===== src/rtl/exec_unit_pipe.sv =====
// Tomasulo execution unit: accepts one dispatched op at a time, runs it for
// a per-op latency, queues completed results in a small FIFO and presents the
// FIFO head to the CDB arbiter until granted.
module exec_unit_pipe #(
  parameter int DATA_W    = 8,
  parameter int TAG_W     = 3,
  parameter int REG_W     = 4,
  parameter int LAT_ADD   = 2,
  parameter int LAT_MUL   = 4,
  parameter int LAT_DIV   = 6,
  parameter int RES_DEPTH = 2
) (
  input  logic              clk1,
  input  logic              rst_n,
  input  logic              in_valid,
  output logic              in_ready,
  input  logic [3:0]        func,
  input  logic [DATA_W-1:0] rs1_data,
  input  logic [DATA_W-1:0] rs2_data,
  input  logic [TAG_W-1:0]  rob_ind,
  input  logic [REG_W-1:0]  rd,
  input  logic              flush,
  input  logic              cdb_grant,
  output logic              cdb_valid,
  output logic [DATA_W-1:0] cdb_data,
  output logic [TAG_W-1:0]  cdb_rob,
  output logic [REG_W-1:0]  cdb_rd,
  output logic              cdb_exc,
  output logic              busy
);

  localparam int LAT_MAX = (LAT_DIV > LAT_MUL) ? ((LAT_DIV > LAT_ADD) ? LAT_DIV : LAT_ADD)
                                               : ((LAT_MUL > LAT_ADD) ? LAT_MUL : LAT_ADD);
  localparam int LCNT_W  = $clog2(LAT_MAX + 1);
  localparam int PTR_W   = $clog2(RES_DEPTH);

  localparam logic [LCNT_W-1:0] LAT_ONE  = LCNT_W'(1);
  localparam logic [PTR_W:0]    FULL_CNT = (PTR_W + 1)'(RES_DEPTH);
  localparam logic [PTR_W-1:0]  PTR_ONE  = PTR_W'(1);
  localparam logic [PTR_W:0]    CNT_ONE  = (PTR_W + 1)'(1);

  localparam logic [3:0] F_ADD = 4'b0000;
  localparam logic [3:0] F_SUB = 4'b0001;
  localparam logic [3:0] F_MUL = 4'b0010;
  localparam logic [3:0] F_DIV = 4'b0011;

  typedef enum logic {IDLE = 1'b0, BUSY = 1'b1} state_t;

  state_t              state_q;
  logic [LCNT_W-1:0]   lat_q;
  logic [PTR_W-1:0]    wr_ptr_q;
  logic [PTR_W-1:0]    rd_ptr_q;
  logic [PTR_W:0]      count_q;

  logic [3:0]          func_q;
  logic [DATA_W-1:0]   a_q;
  logic [DATA_W-1:0]   b_q;
  logic [TAG_W-1:0]    tag_q;
  logic [REG_W-1:0]    rd_q;

  // Result entries carry the exception flag in the MSB above the data.
  logic [DATA_W:0]     res_mem [RES_DEPTH];
  logic [TAG_W-1:0]    rob_mem [RES_DEPTH];
  logic [REG_W-1:0]    rd_mem  [RES_DEPTH];

  logic                accept;
  logic                push;
  logic                pop;
  logic                fifo_nonempty;

  // Cycles an op spends in BUSY; undefined encodings finish after one cycle.
  function automatic logic [LCNT_W-1:0] op_latency(input logic [3:0] f);
    case (f)
      F_ADD, F_SUB: op_latency = LCNT_W'(LAT_ADD);
      F_MUL:        op_latency = LCNT_W'(LAT_MUL);
      F_DIV:        op_latency = LCNT_W'(LAT_DIV);
      default:      op_latency = LAT_ONE;
    endcase
  endfunction

  // Unsigned wrap-around arithmetic; returns {exc, data}.
  function automatic logic [DATA_W:0] alu_exec(input logic [3:0] f,
                                               input logic [DATA_W-1:0] a,
                                               input logic [DATA_W-1:0] b);
    case (f)
      F_ADD:   alu_exec = {1'b0, a + b};
      F_SUB:   alu_exec = {1'b0, a - b};
      F_MUL:   alu_exec = {1'b0, a * b};
      F_DIV:   alu_exec = (b == '0) ? {1'b1, {DATA_W{1'b1}}} : {1'b0, a / b};
      default: alu_exec = {1'b1, {DATA_W{1'b0}}};
    endcase
  endfunction

  assign fifo_nonempty = (count_q != '0);
  // in_ready is forced low while reset is asserted even though state reads IDLE.
  assign in_ready      = rst_n & (state_q == IDLE) & (count_q < FULL_CNT) & ~flush;
  assign accept        = in_valid & in_ready;
  assign push          = (state_q == BUSY) & (lat_q == LAT_ONE) & ~flush;
  assign pop           = cdb_grant & fifo_nonempty & ~flush;

  // Control: FSM, latency counter and FIFO pointers; flush clears like reset.
  always_ff @(posedge clk1 or negedge rst_n) begin
    if (!rst_n) begin
      state_q  <= IDLE;
      lat_q    <= '0;
      wr_ptr_q <= '0;
      rd_ptr_q <= '0;
      count_q  <= '0;
    end else if (flush) begin
      state_q  <= IDLE;
      lat_q    <= '0;
      wr_ptr_q <= '0;
      rd_ptr_q <= '0;
      count_q  <= '0;
    end else begin
      case (state_q)
        IDLE: begin
          if (accept) begin
            state_q <= BUSY;
            lat_q   <= op_latency(func);
          end
        end
        BUSY: begin
          lat_q <= lat_q - LAT_ONE;
          if (lat_q == LAT_ONE) begin
            state_q <= IDLE;
          end
        end
        default: state_q <= IDLE;
      endcase
      if (push) begin
        wr_ptr_q <= wr_ptr_q + PTR_ONE;
      end
      if (pop) begin
        rd_ptr_q <= rd_ptr_q + PTR_ONE;
      end
      case ({push, pop})
        2'b10:   count_q <= count_q + CNT_ONE;
        2'b01:   count_q <= count_q - CNT_ONE;
        default: count_q <= count_q;
      endcase
    end
  end

  // Datapath: capture the dispatched op and write the finished result.
  always_ff @(posedge clk1) begin
    if (accept) begin
      func_q <= func;
      a_q    <= rs1_data;
      b_q    <= rs2_data;
      tag_q  <= rob_ind;
      rd_q   <= rd;
    end
    if (push) begin
      res_mem[wr_ptr_q] <= alu_exec(func_q, a_q, b_q);
      rob_mem[wr_ptr_q] <= tag_q;
      rd_mem[wr_ptr_q]  <= rd_q;
    end
  end

  // Head fields are masked when empty so stale entries never reach the CDB.
  assign cdb_valid = fifo_nonempty;
  assign cdb_data  = fifo_nonempty ? res_mem[rd_ptr_q][DATA_W-1:0] : '0;
  assign cdb_exc   = fifo_nonempty & res_mem[rd_ptr_q][DATA_W];
  assign cdb_rob   = fifo_nonempty ? rob_mem[rd_ptr_q] : '0;
  assign cdb_rd    = fifo_nonempty ? rd_mem[rd_ptr_q] : '0;
  assign busy      = (state_q == BUSY);

endmodule


===== config.mk =====
export PLATFORM = sky130hd
export DESIGN_NAME = exec_unit_pipe
export DESIGN_NICKNAME = d
export VERILOG_FILES = /design/src/rtl/exec_unit_pipe.sv
export SDC_FILE = /design/constraint.sdc
export NUM_CORES = 1
export LEC_CHECK = 0
export BUFFER_PORTS_ARGS = -buffer_cell sky130_fd_sc_hd__buf_4
export CORE_MARGIN = 8
export CORE_UTILIZATION = 45
export CTS_BUF_LIST = sky130_fd_sc_hd__clkbuf_16
export DETAILED_ROUTE_END_ITERATION = 8
export GPL_TIMING_DRIVEN = 0
export PLACE_DENSITY = 0.6
export SKIP_LAST_GASP = 1
export SYNTH_ARGS = -nofsm -noshare
export SYNTH_HDL_FRONTEND = slang
export SYNTH_SLANG_ARGS = --single-unit

===== constraint.sdc =====
create_clock -name clk1 -period 16.4 [get_ports clk1]
set_clock_uncertainty 0.2 [all_clocks]
set_input_delay 3.28 -clock clk1 [delete_from_list [all_inputs] [get_ports clk1]]
set_output_delay 3.28 -clock clk1 [all_outputs]
set_load 0.05 [all_outputs]

==> results by group <==
Timing
  • Worst Hold Slack: 0.2414 ns
  • Highest Clock Rate: 77.51 MHz
  • Time the worst path needs with I/O delays and setup: 12.90 ns
  • Final period util: 78.67%
  • Final sum of negative setup slack: 0 ns
  • Relative slew slack: 21.66%
  • Unrepaired setup endpoints after global routing: no
  • Final setup viols: 0
  • Pin slew with the least headroom to its limit: 1.174 ns
  • Max-slew violation total from the final report: 0
  • Final Hold Vio Count: 0

Global route
  • Largest net degree at the start of global routing: 32
  • Number of antenna violations at the first check in global routing: 0
  • Via count of the first global-routing pass: 4436
  • First-pass GRT wire length: 21.89 mm
  • Global-route total usage across every layer: 16.86%
  • Total global routing overflow: 0

Synthesis
  • Synthesized-area fraction occupied by ao, oa, aoi and oai cells: 15.11%
  • Dominant cell by count in the synthesized netlist: nor2_1
  • Post-Syn Area: 5622 um2
  • Commonest cells in the synthesized netlist: nor2_1, ha_1, edfxtp_1, inv_1, nand2_1
  • Total nets after synthesis: 691
  • Main combinational cell family by area after synthesis: adder cells
  • Xor and xnor area share after synthesis: 5.609%
  • Synthesized instance count: 580
  • Sequential element share of the synthesized area: 35.08%
  • Top cell type's share of synthesized area: 31.52%
  • Number of flops mapped to enable cells by yosys: 59
  • Number of distinct library cell variants in the gate-level netlist after synthesis: 61
  • Multiplexer area fraction after synthesis: 4.674%
  • Async set or reset register ratio after synthesis: 11.94%
  • Number of warnings printed during yosys synthesis: 0
  • Adder and majority cell fraction of the synthesized area: 19.32%
  • Area share of and/or/nand/nor cells after synthesis: 15.56%
  • Post-Syn Area per Cell: 9.692 um2
  • Leading register cell type out of synthesis: edfxtp_1
  • Largest cells by area after synthesis: edfxtp_1, ha_1, nor2_1
  • Count of state elements after synthesis: 67
  • Post-synthesis cell type with the largest combined area: edfxtp_1

Job
  • Number of maximum-capacitance violations: 0

Placement
  • Detailed-placement wirelength estimate: 10.49 mm
  • Placer's final routability congestion estimate: 0.8655
  • Count of buffers from port buffering: 50
  • Placed cell areas: 6245 um2
  • Number of placed cells counting well taps: 804

CTS
  • Source-to-sink clock delay at the later pin of the worst-skew pair: 0.32 ns
  • H-tree depth: 3
  • Clock transition at the registers of the reported paths: 0.06 ns
  • Number of buffers inserted by hold repair at cts: 0
  • Root buffer cell: clkbuf_16
  • Clock buffer count from CTS: 9
  • # clock sinks: 67
  • TritonCTS clock tree: built
  • Post-CTS Setup Bufs: 0
  • Post-CTS resize count: 0
  • Buffers from clock root to sink, at most: 2

Setup path
  • Arrival time at the worst endpoint: 12.74 ns
  • Slowest cell on the critical path: o32ai_2
  • Cell count of the worst reg-to-reg path: 49
  • Critical R2R Capture: res_mem[1][0]
  • Startpoint-to-endpoint class of the critical path: register to register
  • Longest individual stage delay on the worst path: 0.75 ns
  • Critical register-to-register path startpoint: b_q[0]
  • Reg2reg setup slack: 3.50 ns
  • Type of destination of the critical path: register
  • CP max FO: 12
  • Launching element type of the critical path: register
  • Data required time at the worst endpoint: 16.24 ns

Detailed routing
  • Number of nets with antenna violations after detailed routing: 0
  • WL/cell: 16.45 um
  • Via count normalized by instance count: 5.399
  • Number of DRC markers in iteration 0: 243
  • Via total after detailed routing: 4427
  • Overall routed net length: 13.49 mm
  • Remaining routing DRC violations: 0
  • Number of detailed-routing iterations run before antenna repair: 5

Die
  • Initial core utilization: 45.28%
  • Vertical extent of the die: 127.8 um
  • Die outline area: 16330 um2
  • Area of the core region: 12410 um2
  • Die Width: 127.8 um
  • Std cell rows: 41
  • Number of top-level pins: 51

Hold path
  • Worst hold-check path type: register to register
  • Hold path cells: 0
  • Hold EP: rd_mem[1][2]
  • Hold wc startpoint: rd_q[2]

Pwr
  • Peak supply drop: 0.06712 mV
  • Static leakage: 2.688 nW
  • Power density normalized to cell area: 68.76 nW/um2

Cells and area
  • Final #Nets: 754
  • Fraction of final layout cells sized beyond drive strength 1: 13.58%
  • Filler-free cell count of the finished design: 820
  • Post-route cell area: 6506 um2
  • Growth of design area from synthesis to finish: 15.74%
  • Number of inserted diodes: 0

Status
  • Outcome: complete, no violations
==> worst max-delay path, delay by kind of cell (launching register included) <==
family / cells / cell delay (ns)
AO/OA/AOI/OAI: 27 / 6.02
AND/OR/NAND/NOR: 8 / 1.41
adder cells (fa/ha/maj): 8 / 2.45
multiplexers: 1 / 0.36
flip-flops: 1 / 0.56
buffers and inverters: 5 / 1.61
==> sequential cells by signal, summed over array words and instances (netlist names) <==
register  flops
func_q        4
rd_q          4
a_q           8
lat_q         3
b_q           8
wr_ptr_q      1
count_q       2
tag_q         3
res_mem      18
rob_mem       6
rd_ptr_q      1
rd_mem        8
busy          1
==> routing by layer <==
metal | track usage (%) | vias to the layer above | share of wire (%)
li1 | - | 2214 | -
met1 | 21.68 | 2122 | 46
met2 | 28.78 | 81 | 49
met3 | 2.953 | 10 | 4.0
met4 | 3.846 | 0 | 1.1
met5 | 0 | - | 0
==> worst max path at each step <==
stage / startpoint / slack [ns] / to
finish: b_q[0] / 3.50 / res_mem[1][0]
global route: b_q[0] / 2.45 / res_mem[1][0]
CTS: b_q[0] / 3.62 / res_mem[0][0]
detailed placement: b_q[0] / 3.67 / res_mem[0][0]
global placement: b_q[0] / 4.00 / res_mem[0][0]
floorplan: b_q[0] / 5.98 / res_mem[0][0]
==> cells in the final DEF (no fill, tap or decap), drive strengths merged, types with 11 or more instances in the layout <==
master and n:
mux2i 21, o21ai 29, nor3 18, nand2 35, fa 13, xnor2 30
buf 55, nor2 75, a21oi 23, clkbuf 24, edfxtp 59, inv 49
ha 66, o21a 11
==> stage by stage <==
stage,utilization (%),setup WS [ns],power (W)
2_1_floorplan,-,5.981,0.0002617
3_3_place_gp,50.04,4.000,0.0002841
3_5_place_dp,50.30,3.668,0.0002870
4_1_cts,52.41,3.621,0.0004523
5_1_grt,52.41,2.452,0.0004708
6_report,52.41,3.498,0.0004474
==> cells by family after synthesis <==
logic type | Yosys count
buffers and inverters | 67
AO/OA/AOI/OAI | 123
multiplexers | 25
XOR/XNOR | 36
adder cells (fa/ha/maj) | 79
flip-flops | 67
AND/OR/NAND/NOR | 183
==> power breakdown <==
part           internal [W]  leakage, nW  switching (W)  total (W)
Sequential         0.000189        0.650     0.00000333   0.000192
Combinational     0.0000412         1.91      0.0000505  0.0000916
Clock             0.0000998        0.127      0.0000635   0.000163
==> layout make-up <==
cell class	instances	area [um2]
fillers	1198	5908
flip-flops and latches	67	1972
clock buffers	9	225.2
repair buffers	52	397.9
plain buffers	18	77.57
clock inverters	7	36.28
well taps	172	215.2
multi-input cells	446	3398
inverters	49	183.9
(Power assumes the default switching activity.)
